File: config.mk
export PLATFORM = sky130hd
export DESIGN_NAME = iwdt_feed_sched
export DESIGN_NICKNAME = d
export VERILOG_FILES = /design/src/rtl/iwdt_feed_sched.sv
export SDC_FILE = /design/constraint.sdc
export NUM_CORES = 1
export LEC_CHECK = 0
export CORE_ASPECT_RATIO = 0.7
export CORE_MARGIN = 4
export CORE_UTILIZATION = 41
export CTS_CLUSTER_DIAMETER = 60
export DETAILED_ROUTE_END_ITERATION = 8
export PLACE_DENSITY = 0.92
export SYNTH_ARGS = -nofsm -noshare
export SYNTH_HDL_FRONTEND = slang
export SYNTH_SLANG_ARGS = --single-unit
File: constraint.sdc
create_clock -name pclk -period 3.3 [get_ports pclk]
set_input_delay 0.66 -clock pclk [delete_from_list [all_inputs] [get_ports pclk]]
set_output_delay 0.66 -clock pclk [all_outputs]
set_load 0.02 [all_outputs]
File: src/rtl/iwdt_feed_sched.sv
// Arbitrates IWDT register access among NREQ requesters and runs the locked-register
// write sequence (unlock, reload or interrupt-clear, relock) for each grant.
module iwdt_feed_sched #(
  parameter int unsigned NREQ        = 4,
  parameter logic [31:0] LOCK_ADDR   = 32'h0000_0C00,
  parameter logic [31:0] LOAD_ADDR   = 32'h0000_0000,
  parameter logic [31:0] INTCLR_ADDR = 32'h0000_000C,
  parameter logic [31:0] UNLOCK_KEY  = 32'h1ACC_E551,
  parameter logic [31:0] LOCK_KEY    = 32'h0000_0000
) (
  input  logic            pclk,
  input  logic            prestn,
  input  logic [NREQ-1:0] req,
  input  logic [NREQ-1:0] req_clr,
  input  logic [31:0]     reload_val,
  input  logic            win_en,
  input  logic [31:0]     win_limit,
  input  logic [31:0]     iwdt_value,
  output logic [31:0]     addr,
  output logic            write_en,
  output logic [31:0]     wdata,
  output logic [3:0]      byte_strobe,
  output logic [NREQ-1:0] gnt,
  output logic [NREQ-1:0] err,
  output logic            busy
);

  localparam int unsigned IW = $clog2(NREQ);

  typedef enum logic [2:0] {StIdle, StUnlock, StOp, StLock, StDone} state_e;

  state_e          r_state, w_state_d;
  logic [IW-1:0]   r_ptr, w_ptr_d;
  logic [IW-1:0]   r_idx, w_idx_d;
  logic            r_clr, w_clr_d;
  logic            r_rej, w_rej_d;
  logic [31:0]     r_reload, w_reload_d;

  logic [31:0]     r_addr, w_addr_d;
  logic [31:0]     r_wdata, w_wdata_d;
  logic            r_we, w_we_d;
  logic [3:0]      r_strb, w_strb_d;
  logic [NREQ-1:0] r_gnt, w_gnt_d;
  logic [NREQ-1:0] r_err, w_err_d;
  logic            r_busy;

  logic            w_found;
  logic [IW-1:0]   w_win;
  logic [IW-1:0]   w_cand;

  // Round-robin search: first set request at or after r_ptr, wrapping.
  always_comb begin
    w_found = 1'b0;
    w_win   = '0;
    w_cand  = '0;
    for (int unsigned i = 0; i < NREQ; i++) begin
      w_cand = IW'((32'(r_ptr) + i) % NREQ);
      if (!w_found && req[w_cand]) begin
        w_found = 1'b1;
        w_win   = w_cand;
      end
    end
  end

  always_comb begin
    w_state_d  = r_state;
    w_ptr_d    = r_ptr;
    w_idx_d    = r_idx;
    w_clr_d    = r_clr;
    w_rej_d    = r_rej;
    w_reload_d = r_reload;
    w_addr_d   = '0;
    w_wdata_d  = '0;
    w_we_d     = 1'b0;
    w_strb_d   = '0;
    w_gnt_d    = '0;
    w_err_d    = '0;

    unique case (r_state)
      StIdle: begin
        if (w_found) begin
          w_idx_d    = w_win;
          w_clr_d    = req_clr[w_win];
          w_reload_d = reload_val;
          w_rej_d    = !req_clr[w_win] && win_en && (iwdt_value > win_limit);
          w_state_d  = w_rej_d ? StDone : StUnlock;
        end
      end
      StUnlock: w_state_d = StOp;
      StOp:     w_state_d = StLock;
      StLock:   w_state_d = StDone;
      StDone: begin
        w_state_d = StIdle;
        w_ptr_d   = IW'((32'(r_idx) + 32'd1) % NREQ);
      end
      default:  w_state_d = StIdle;
    endcase

    // Outputs are registered, so they are decoded from the state being entered.
    unique case (w_state_d)
      StUnlock: begin
        w_we_d    = 1'b1;
        w_strb_d  = 4'hF;
        w_addr_d  = LOCK_ADDR;
        w_wdata_d = UNLOCK_KEY;
      end
      StOp: begin
        w_we_d    = 1'b1;
        w_strb_d  = 4'hF;
        w_addr_d  = w_clr_d ? INTCLR_ADDR : LOAD_ADDR;
        w_wdata_d = w_clr_d ? 32'h1 : w_reload_d;
      end
      StLock: begin
        w_we_d    = 1'b1;
        w_strb_d  = 4'hF;
        w_addr_d  = LOCK_ADDR;
        w_wdata_d = LOCK_KEY;
      end
      StDone: begin
        w_gnt_d[w_idx_d] = 1'b1;
        w_err_d[w_idx_d] = w_rej_d;
      end
      default: ;
    endcase
  end

  always_ff @(posedge pclk) begin
    if (prestn) begin
      r_state  <= StIdle;
      r_ptr    <= '0;
      r_idx    <= '0;
      r_clr    <= 1'b0;
      r_rej    <= 1'b0;
      r_reload <= '0;
      r_addr   <= '0;
      r_wdata  <= '0;
      r_we     <= 1'b0;
      r_strb   <= '0;
      r_gnt    <= '0;
      r_err    <= '0;
      r_busy   <= 1'b0;
    end else begin
      r_state  <= w_state_d;
      r_ptr    <= w_ptr_d;
      r_idx    <= w_idx_d;
      r_clr    <= w_clr_d;
      r_rej    <= w_rej_d;
      r_reload <= w_reload_d;
      r_addr   <= w_addr_d;
      r_wdata  <= w_wdata_d;
      r_we     <= w_we_d;
      r_strb   <= w_strb_d;
      r_gnt    <= w_gnt_d;
      r_err    <= w_err_d;
      r_busy   <= (w_state_d != StIdle);
    end
  end

  assign addr        = r_addr;
  assign wdata       = r_wdata;
  assign write_en    = r_we;
  assign byte_strobe = r_strb;
  assign gnt         = r_gnt;
  assign err         = r_err;
  assign busy        = r_busy;

endmodule
==> run metrics <==
setup ws final 299.4 ps; largest net degree at the start of global routing 49; Worst-Margin Slew 756.7 ps; outcome finished clean; Die H 89.73 um; RePlAce Congestion 0.8286; grt ovf 0; most frequent CP cell buf_4; Layout Area Growth over Synthesis 47.55%; Setup CP Type in2reg; R2R depth 8; Slew headroom 49.41%; final setup fails 0; register bit total from synthesis 85; Setup Buffers After CTS 0; hold path depth 2; DR vias 3348; cells after synthesis 421; Peak VDD IR 475.8 uV; Post-Place Worst Slack -57.12 ps; Hold Path Origin r_reload[0]; DP Cell Count 686; Synth Flop Type dfxtp_1; ant diodes 0; CTS Sinks 85; Vias/cell 4.776; drt total wl 10.34 mm; CP endpoint kind flop; Std-Cell Rows 29; vias in the first global route 3468; dpl hpwl 8.382 mm; WP data required 3500 ps; DR pass1 iterations 4; worst path cell trace clkdlybuf4s50_1 -> inv_1 -> ha_1 -> a21oi_1 -> o21ai_0 -> a21o_1 -> a2111oi_0 -> buf_4 -> o22ai_1 -> buf_4 -> a22oi_1 -> nor2_1; sequential share of the synthesized area 43.49%; clk_skew 4.116 ps; Post-synth EDFFs 0; fillcell total 757; Post-CTS Hold Fix Bufs 0; share of layout cells above drive strength 1 6.239%; Reg-to-Reg End wdata[13]; CTS tree built; CP Max Fanout 4; core box area 9180 um^2; GR Util All Layers 18.44%; hold worst-path end r_reload[0]; WP data arrival 3200 ps; DIE AREA 11190 um^2; clk buf depth 2; Mapped Area 3913 um^2; Static Leakage 2.514 nW; Critical Path Start Type primary input; I/O pin cnt 185; RSZ-0062 raised after global routing no; area share of the largest cell type after synthesis 43.49%; final net count 712; fmax 333.3 MHz; Remaining DRCs 0; initial antenna violation count 0; critical path launch point win_limit[27]; MaxCap Viol Count 0; most common cell in the netlist dfxtp_1; Starting Density 42.62%; Final Critical Period 3001 ps; wire per inst 14.75 um; Worst Hold Class reg2reg; Overall Power 0.003808 W; Port-buffer cells 156; Slowest cell on crit path clkdlybuf4s50_1; synth top area cells dfxtp_1 43%, ha_1 10%, mux2i_1 8.2%, buf_4 6.5%, nor2_1 5.2%; Routed Antenna Nets 0; Final Max Tran Viols 0; DIE WIDTH 124.8 um; final cycle utilization of the critical path 90.93%; H-tree level count 3; reg2reg start r_ptr[0]; first-pass GRT wire length 16.82 mm; Worst-Skew Late Latency 330 ps; Synth cell types 46; most frequent cells after synthesis 85 x dfxtp_1, 54 x nor2_1, 34 x buf_4, 34 x inv_1; Hold Fails Final Rpt 0; Post-CTS Resized 0; Max stage delay on crit path 460 ps; Worst R2R Setup Slack 1210 ps; CTS Buf Count 9; leading area contributor after synthesis dfxtp_1; P per Cell Area 659.6 nW/um^2; Final Non-Filler Cells 701; Detailed Route Iter0 Violations 113; Async SR Flop Fraction 0%; root buffer cell clkbuf_16; Synthesis Warnings 0; Reg clk slew, reported paths 50 ps; synthesized area per cell 9.293 um^2
==> worst max-delay path, delay by kind of cell <==
family / cells / cell delay (ps)
AND/OR/NAND/NOR: 1 / 100
adder cells (fa/ha/maj): 1 / 290
buffers and inverters: 4 / 860
AO/OA/AOI/OAI: 6 / 1300
==> sequential cells by signal, summed over array words and instances, names as in the netlist <==
register / count
byte_strobe: 1
addr: 2
r_ptr: 2
err: 4
wdata: 32
r_rej: 1
busy: 1
r_clr: 1
r_idx: 2
r_reload: 32
gnt: 4
r_state: 3
==> cells in the final DEF (no fill, tap or decap), types with 2 or more instances in the layout <==
cell | Yosys | routed
nor3_1 | 18 | 18
ha_1 | 32 | 32
nand2b_1 | 4 | 4
clkbuf_8 | 0 | 2
o21a_1 | 3 | 3
buf_4 | 34 | 5
nor2b_1 | 4 | 4
nor4_1 | 3 | 3
clkbuf_1 | 9 | 3
o22ai_1 | 2 | 2
clkdlybuf4s50_1 | 0 | 155
a211oi_1 | 5 | 5
nor4b_1 | 2 | 2
o21ai_0 | 11 | 11
nand4_1 | 5 | 5
dfxtp_1 | 85 | 85
inv_1 | 34 | 34
a21o_1 | 2 | 2
nor2_1 | 54 | 54
mux2i_1 | 32 | 32
and2_1 | 2 | 2
o21ai_2 | 10 | 10
nand3_1 | 7 | 7
clkbuf_16 | 0 | 9
o32ai_1 | 2 | 2
and3_1 | 2 | 2
or2_2 | 3 | 3
a21oi_1 | 18 | 18
buf_12 | 0 | 2
nand2_1 | 11 | 11
or3_1 | 3 | 3
xnor2_1 | 2 | 2
a22oi_1 | 2 | 2
conb_1 | 1 | 28
==> power breakdown <==
part	internal, W	total [W]	switching [W]
registers	0.00126	0.00135	0.0000940
logic	0.000693	0.00147	0.000779
clock network	0.000624	0.000983	0.000359
==> cell type report <==
cell class | instances | area [um^2] | area share, %
timing repair buffer | 163 | 1634 | 28.31
sequential | 85 | 1702 | 29.48
clock buffer | 14 | 264.0 | 4.573
tap | 124 | 155.1 | 2.687
multi-input combinational | 280 | 1861 | 32.23
clock inverter | 1 | 30.03 | 0.5202
inverter | 34 | 127.6 | 2.211
==> how the worst max path moves through the flow <==
stage,endpoint
floorplan,wdata[4]
global placement,err[3]
detailed placement,err[3]
CTS,err[3]
global route,err[3]
finish,err[3]
==> per-stage QoR <==
stage,instance area (um^2),TNS [ps],util [%],hold slack [ps]
floorplan,4014,0,-,436.4
global placement,5479,-303.3,59.68,447.2
detailed placement,5479,-153.4,59.68,473.5
CTS,5773,0,62.89,481.0
global route,5773,0,62.89,500.9
finish,5773,0,62.89,479.6
==> metal layers <==
layer	global-route usage, %	routed length (um)	vias up
met5	0	0	-
met4	7.391	258	0
met3	5.687	672	22
met2	33.14	5303	119
met1	20.29	4104	1529
li1	-	-	1678
==> cells by family after synthesis <==
family,synth area share [%]
compound gates,10.59
xor+xnor,0.4478
simple gates,15.13
buf+inv,11.54
flops,43.49
fa+ha+maj,10.23
mux,8.475
other cells,0.09585
(Power assumes the default switching activity.)
